### config.mk
export PLATFORM = sky130hd
export DESIGN_NAME = sig_lane_fifo
export DESIGN_NICKNAME = d
export VERILOG_FILES = /design/src/rtl/sig_lane_fifo.sv
export SDC_FILE = /design/constraint.sdc
export NUM_CORES = 1
export LEC_CHECK = 0
export CAP_MARGIN = 10
export CORE_UTILIZATION = 55
export DETAILED_ROUTE_END_ITERATION = 10
export GPL_ROUTABILITY_DRIVEN = 1
export PLACE_DENSITY = 0.8
export SLEW_MARGIN = 25
export SYNTH_ARGS = -nofsm -noshare
export SYNTH_HDL_FRONTEND = slang
export SYNTH_SLANG_ARGS = --single-unit
export TNS_END_PERCENT = 50
### constraint.sdc
create_clock -name clk -period 8.5 [get_ports clk]
set_input_delay 0.85 -clock clk [delete_from_list [all_inputs] [get_ports clk]]
set_output_delay 0.85 -clock clk [all_outputs]
set_load 0.1 [all_outputs]
### src/rtl/sig_lane_fifo.sv
// ============================================================================
//  Module      : sig_lane_fifo
//  Description : Multi-lane valid/ready buffer between a producing and a
//                consuming sub-block. Stores NUM_CH lanes of DW bits plus a
//                per-lane enable mask in a circular RAM of DEPTH entries.
//                Offers back-pressure, lane masking on the output, a
//                synchronous flush and optional dropping of zero-mask beats.
//  Revision    : 1.0 - initial release
// ----------------------------------------------------------------------------
//  Ports
//    clk          in   1              rising-edge clock
//    rst_n        in   1              asynchronous active-low reset
//    flush        in   1              synchronous clear of contents
//    in_valid     in   1              producer beat valid
//    in_ready     out  1              buffer can accept a beat (registered)
//    in_data      in   NUM_CH*DW      packed [NUM_CH-1:0][DW-1:0] payload
//    in_mask      in   NUM_CH         per-lane enable
//    out_valid    out  1              head entry valid (registered)
//    out_ready    in   1              consumer accepts the head
//    out_data     out  NUM_CH*DW      head payload, disabled lanes zeroed
//    out_mask     out  NUM_CH         head mask
//    count        out  clog2(DEPTH)+1 current occupancy
//    almost_full  out  1              count >= AF_LEVEL
//    drop_cnt     out  8              saturating count of dropped beats
// ============================================================================
`default_nettype none

module sig_lane_fifo #(
    parameter int DW             = 8,
    parameter int NUM_CH         = 3,
    parameter int DEPTH          = 4,
    parameter int AF_LEVEL       = 3,
    parameter int DROP_ZERO_MASK = 0
) (
    input  logic                         clk,
    input  logic                         rst_n,
    input  logic                         flush,
    input  logic                         in_valid,
    output logic                         in_ready,
    input  logic [NUM_CH-1:0][DW-1:0]    in_data,
    input  logic [NUM_CH-1:0]            in_mask,
    output logic                         out_valid,
    input  logic                         out_ready,
    output logic [NUM_CH-1:0][DW-1:0]    out_data,
    output logic [NUM_CH-1:0]            out_mask,
    output logic [$clog2(DEPTH):0]       count,
    output logic                         almost_full,
    output logic [7:0]                   drop_cnt
);

    localparam int PW = $clog2(DEPTH);
    localparam int CW = PW + 1;

    localparam logic [CW-1:0] c_depth    = CW'(DEPTH);
    localparam logic [CW-1:0] c_af_level = CW'(AF_LEVEL);
    localparam logic [7:0]    c_drop_max = 8'hFF;

    // ------------------------------------------------------------------
    // Storage (no reset: contents are meaningless once count is cleared)
    // ------------------------------------------------------------------
    logic [NUM_CH-1:0][DW-1:0] mem_data_q [DEPTH];
    logic [NUM_CH-1:0]         mem_mask_q [DEPTH];

    // ------------------------------------------------------------------
    // State registers and their next-state values
    // ------------------------------------------------------------------
    logic [PW-1:0]             wr_ptr_q,      wr_ptr_d;
    logic [PW-1:0]             rd_ptr_q,      rd_ptr_d;
    logic [CW-1:0]             count_q,       count_d;
    logic                      in_ready_q,    in_ready_d;
    logic                      out_valid_q,   out_valid_d;
    logic [NUM_CH-1:0][DW-1:0] out_data_q,    out_data_d;
    logic [NUM_CH-1:0]         out_mask_q,    out_mask_d;
    logic                      almost_full_q, almost_full_d;
    logic [7:0]                drop_cnt_q,    drop_cnt_d;

    // ------------------------------------------------------------------
    // Handshake decode
    // ------------------------------------------------------------------
    logic w_push;
    logic w_pop;
    logic w_drop;
    logic w_store;
    logic w_pop_eff;

    assign w_push    = in_valid & in_ready_q;
    assign w_pop     = out_valid_q & out_ready;
    // A zero-mask beat completes its handshake but is never written.
    assign w_drop    = (DROP_ZERO_MASK != 0) && (in_mask == '0);
    // Flush wins over both sides of the handshake.
    assign w_store   = w_push & ~w_drop & ~flush;
    assign w_pop_eff = w_pop & ~flush;

    // ------------------------------------------------------------------
    // Head selection for the registered output stage.
    // The output registers are loaded with the entry that will be at the
    // head after this edge. When that entry is being written on this very
    // edge (its slot is wr_ptr_q) it is not yet in the RAM, so take it from
    // the input. A full FIFO also has rd == wr, but then nothing is stored,
    // hence the qualification with w_store.
    // ------------------------------------------------------------------
    logic                      w_head_from_in;
    logic [NUM_CH-1:0][DW-1:0] w_head_data;
    logic [NUM_CH-1:0]         w_head_mask;
    logic [NUM_CH-1:0][DW-1:0] w_head_masked;

    assign w_head_from_in = w_store && (rd_ptr_d == wr_ptr_q);
    assign w_head_data    = w_head_from_in ? in_data : mem_data_q[rd_ptr_d];
    assign w_head_mask    = w_head_from_in ? in_mask : mem_mask_q[rd_ptr_d];

    for (genvar gi = 0; gi < NUM_CH; gi++) begin : g_lane
        assign w_head_masked[gi] = w_head_mask[gi] ? w_head_data[gi] : '0;
    end

    // ------------------------------------------------------------------
    // Next-state logic
    // ------------------------------------------------------------------
    always_comb begin
        wr_ptr_d      = wr_ptr_q;
        rd_ptr_d      = rd_ptr_q;
        count_d       = count_q;
        drop_cnt_d    = drop_cnt_q;

        if (flush) begin
            wr_ptr_d = '0;
            rd_ptr_d = '0;
            count_d  = '0;
        end else begin
            // Pointers are PW bits wide and wrap naturally at DEPTH.
            if (w_store) begin
                wr_ptr_d = wr_ptr_q + PW'(1);
            end
            if (w_pop_eff) begin
                rd_ptr_d = rd_ptr_q + PW'(1);
            end
            count_d = count_q + CW'(w_store) - CW'(w_pop_eff);
            if (w_push && w_drop && (drop_cnt_q != c_drop_max)) begin
                drop_cnt_d = drop_cnt_q + 8'd1;
            end
        end
    end

    // Status flags and head registers are all derived from the post-edge
    // occupancy so that they line up with count in the same cycle.
    always_comb begin
        in_ready_d    = (count_d < c_depth);
        almost_full_d = (count_d >= c_af_level);
        out_valid_d   = (count_d != '0);
        out_data_d    = '0;
        out_mask_d    = '0;
        if (out_valid_d) begin
            out_data_d = w_head_masked;
            out_mask_d = w_head_mask;
        end
    end

    // ------------------------------------------------------------------
    // RAM write port
    // ------------------------------------------------------------------
    always_ff @(posedge clk) begin
        if (w_store) begin
            mem_data_q[wr_ptr_q] <= in_data;
            mem_mask_q[wr_ptr_q] <= in_mask;
        end
    end

    // ------------------------------------------------------------------
    // State registers
    // ------------------------------------------------------------------
    always_ff @(posedge clk or negedge rst_n) begin
        if (!rst_n) begin
            wr_ptr_q      <= '0;
            rd_ptr_q      <= '0;
            count_q       <= '0;
            in_ready_q    <= 1'b0;
            out_valid_q   <= 1'b0;
            out_data_q    <= '0;
            out_mask_q    <= '0;
            almost_full_q <= 1'b0;
            drop_cnt_q    <= '0;
        end else begin
            wr_ptr_q      <= wr_ptr_d;
            rd_ptr_q      <= rd_ptr_d;
            count_q       <= count_d;
            in_ready_q    <= in_ready_d;
            out_valid_q   <= out_valid_d;
            out_data_q    <= out_data_d;
            out_mask_q    <= out_mask_d;
            almost_full_q <= almost_full_d;
            drop_cnt_q    <= drop_cnt_d;
        end
    end

    // ------------------------------------------------------------------
    // Outputs
    // ------------------------------------------------------------------
    assign in_ready    = in_ready_q;
    assign out_valid   = out_valid_q;
    assign out_data    = out_data_q;
    assign out_mask    = out_mask_q;
    assign count       = count_q;
    assign almost_full = almost_full_q;
    assign drop_cnt    = drop_cnt_q;

endmodule

`default_nettype wire

==> impl_metrics.yaml <==
status:
  run_status: "finished, final reports clean"
timing:
  finalMaxSlewViolations: 0
  setup-violations-final: 0
  timing.setup.tns_ps: 0
  max-slew-margin-rel: 0.325
  fmax_ghz: 0.242
  fin_skew_ps: 6.55
  setup_repair_after_global_routing_missed_its_margin: "false"
  timing.final.hold_violations: 0
  min_period_ps: 4130
  finalCritPeriodShare: 0.486
  worst-slew-pin-transition_ps: 1010
yosys:
  area_share_of_the_largest_cell_type_after_synthesis: 0.541
  syn_area_per_cell_sq_um: 16.6
  synth_flop_cell: "sky130_fd_sc_hd__edfxtp_1"
  synthMostInstantiatedCell: "sky130_fd_sc_hd__edfxtp_1"
  synth-seq-area-share: 0.696
  synth_largest_area_cell: "sky130_fd_sc_hd__edfxtp_1"
  yosys_warnings: 0
  synthesis.area_sq_um: 5990
  synth_edf_count: 108
  synth-async-reset-ratio: 0.255
  synth.top_cells.by_count: "sky130_fd_sc_hd__edfxtp_1 (108), sky130_fd_sc_hd__mux2i_1 (52), sky130_fd_sc_hd__dfrtp_1 (37)"
  postSynthCellCount: 361
  ranking_of_synthesized_cells_by_area: "sky130_fd_sc_hd__edfxtp_1 (54%), sky130_fd_sc_hd__dfrtp_1 (15%), sky130_fd_sc_hd__mux2i_1 (8.7%), sky130_fd_sc_hd__mux2_2 (3.9%), sky130_fd_sc_hd__o32ai_1 (2.8%)"
  ys_ff_latch: 145
  post_synthesis_cell_type_count: 38
grt:
  grt_remaining_overflow: 0
  groute.usage.overall: 0.226
  first_pass_grt_wire_length_mm: 18.4
  grt_pass1_vias: 3451
  antenna_found_initial: 0
  grt_max_degree: 55
setup_path:
  regToRegSetupSlack_ps: 4950
  worstSetupStartpointType: "input pin"
  largest_incremental_delay_on_the_critical_path_ps: 610
  required_ps: 8870
  cell_chain_critical_path: "clkdlybuf4s50_1, nor2_1, inv_1, ha_1, inv_1, ha_1, inv_1, fa_1, xnor3_1, nor2_1, nor3_2, buf_4, inv_2, nand3_1, o32ai_1"
  critPathCaptureType: "register"
  worstPathArrival_ps: 4500
  timing.setup.critical_path_class: "input pin to register"
  timing.critical_path.max_delay_family: "buffers and inverters"
  worst_path_max_delay_cell: "sky130_fd_sc_hd__clkdlybuf4s50_1"
  critical_path.n_buffers_inverters: 6
  max_fo_critical_path: 28
  crit_top_cell: "sky130_fd_sc_hd__inv_1"
layout:
  finish.net_count: 466
  n_antenna_cell: 0
  final-instance-count-excl-fill: 576
  areaGrowthSynthToFinish_pct: 21.5
  final_design_area_no_fill_sq_um: 7280
  post_route_cells_drive_above_1_share: 0.157
power_and_ir_drop:
  net-switching-power_uw: 953
  cell_internal_pwr_uw: 1560
  worst_ir_drop_vdd_v: 0.000214
  combinationalPowerShare: 0.346
  power_switching_share: 0.379
  p_seq_frac: 0.353
  power_density_nw_per_um2: 345
  power.leakage_uw: 0.00294
  total_power_uw: 2510
  p_clk_frac: 0.300
detailed_routing:
  ant_nets: 0
  totalWireLength_mm: 12.1
  avgViaCountPerCell: 5.89
  drt_first_pass_iters: 5
  via_count: 3390
  route.detailed.drc: 0
  routed_wirelength_normalized_by_instance_count_microns: 20.9
  drtIter0Drc: 190
cts:
  cts.sink_count: 145
  cts_root_buf: "sky130_fd_sc_hd__clkbuf_8"
  cts.clk_slew.worst_paths_ps: 60
  tritoncts: "yes"
  numCtsBuffers: 17
  postCtsHoldBufs: 0
  cts.htree.levels: 4
  cts_setup_buffers: 0
  postCtsResizedCells: 0
  worst_skew_late_latency_ps: 510
  ctsLongestPathBuffers: 2
floorplan:
  initial_utilization: 0.573
  top_level_ports: 73
  std_cell_rows: 37
  design.die.area_sq_um: 11300
  design.core.area_sq_um: 10500
  floorplan.die.height_microns: 106
  fp.dieW_microns: 106
run:
  maxCapViolCount: 0
placement:
  detailed_place_hpwl_mm: 6.47
  gpl.final_weighted_congestion: 0.722
  place.detailed.instances: 544
  portBuffers: 64
  postPlaceCellArea_sq_um: 6670
hold_path:
  timing.hold.worst.class: "input pin to async pin"
power groups by stage:
stage	Clock, uW	Combinational [uW]	Sequential (uW)
detailed placement	0	857	898
global route	792	903	892
CTS	762	867	888
finish	754	869	887
global placement	0	847	896
floorplan	0	280	1260
flip-flops by register name, summed over array words and instances (netlist names):
name	flops
almost_full	1
count	3
in_ready	1
mem_data_q	96
mem_mask_q	12
out_data	24
out_mask	3
out_valid	1
rd_ptr_q	2
wr_ptr_q	2
routing by layer:
| metal | track usage | vias up | share of wire |
|---|---|---|---|
| met2 | 0.381 | 140 | 0.53 |
| met3 | 0.0558 | 16 | 0.057 |
| met5 | 0 | - | 0 |
| met4 | 0.0893 | 0 | 0.015 |
| met1 | 0.283 | 1716 | 0.40 |
| li1 | - | 1518 | - |
worst register-to-register path, cell delays in order (launching register included):
cell and delay [ps]:
sky130_fd_sc_hd__dfrtp_1 360, sky130_fd_sc_hd__nand2_1 100, sky130_fd_sc_hd__nor2_1 290, sky130_fd_sc_hd__inv_1 100
sky130_fd_sc_hd__ha_1 300, sky130_fd_sc_hd__inv_1 60, sky130_fd_sc_hd__ha_1 130, sky130_fd_sc_hd__inv_1 60
sky130_fd_sc_hd__fa_1 430, sky130_fd_sc_hd__xnor3_1 200, sky130_fd_sc_hd__nor2_1 200, sky130_fd_sc_hd__nor3_2 50
sky130_fd_sc_hd__buf_4 240, sky130_fd_sc_hd__inv_2 460, sky130_fd_sc_hd__nand3_1 200, sky130_fd_sc_hd__o32ai_1 240
area by class of cell:
type / count / area, sq um
clock buffers: 22 / 453
flip-flops and latches: 145 / 4170
clock inverters: 10 / 159
multi-input cells: 186 / 1640
repair buffers: 66 / 651
well taps: 136 / 170
fillers: 695 / 3180
inverters: 11 / 41.3
cells by family (layout without fill, tap and decap cells):
logic type | after synthesis | count (layout) | synth area share
muxes | 76 | 76 | 0.139
other | 1 | 8 | 0.000626
xor gates and xnor gates | 4 | 4 | 0.0113
buffers and inverters | 37 | 109 | 0.0380
and+or+nand+nor | 56 | 56 | 0.0482
adders and majority gates | 7 | 7 | 0.0159
AOI/OAI and AO/OA | 35 | 35 | 0.0514
DFF | 145 | 145 | 0.696
worst paths after layout:
path | start | endpoint | cells after the start
worst max-delay path | flush | out_data[10]$_DFF_PN0_ | 15
max in group asynchronous | rst_n | out_data[12]$_DFF_PN0_ | 1
min in group clk | in_ready$_DFF_PN0_ | wr_ptr_q[1]$_DFFE_PN0P_ | 2
worst min-delay path | rst_n | out_data[20]$_DFF_PN0_ | 1
worst min register to register | in_ready$_DFF_PN0_ | wr_ptr_q[1]$_DFFE_PN0P_ | 2
worst max register to register | in_ready$_DFF_PN0_ | out_data[10]$_DFF_PN0_ | 15
layout by cell type (no fill, tap or decap), drive strengths merged:
master	synthesis	layout
edfxtp	108	108
clkdlybuf4s50	0	63
mux2i	52	52
dfrtp	37	37
nand3	30	30
clkbuf	6	22
mux2	21	21
o32ai	21	21
inv	11	11
conb	1	8
nor2	7	7
nand2	6	6
ha	6	6
clkinv	0	5
o21ai	4	4
a21oi	4	4
and2	4	4
bufinv	0	4
nor3	4	4
a41o	3	3
xnor2	3	3
mux4	3	3
buf	20	3
nor2b	2	2
xnor3	1	1
a21boi	1	1
and3b	1	1
o211ai	1	1
and4bb	1	1
a211o	1	1
and3	1	1
fa	1	1
clkinvlp	0	1
per-stage QoR:
step	utilization	setup slack [ps]	hold WS (ps)
after CTS	0.696	4410	489
after detailed placement	0.638	4040	566
after global routing	0.696	4170	524
after floorplan	-	4970	554
after global placement	0.638	4180	538
final	0.696	4370	472
Note: power is estimated with default switching activity, not from simulation.
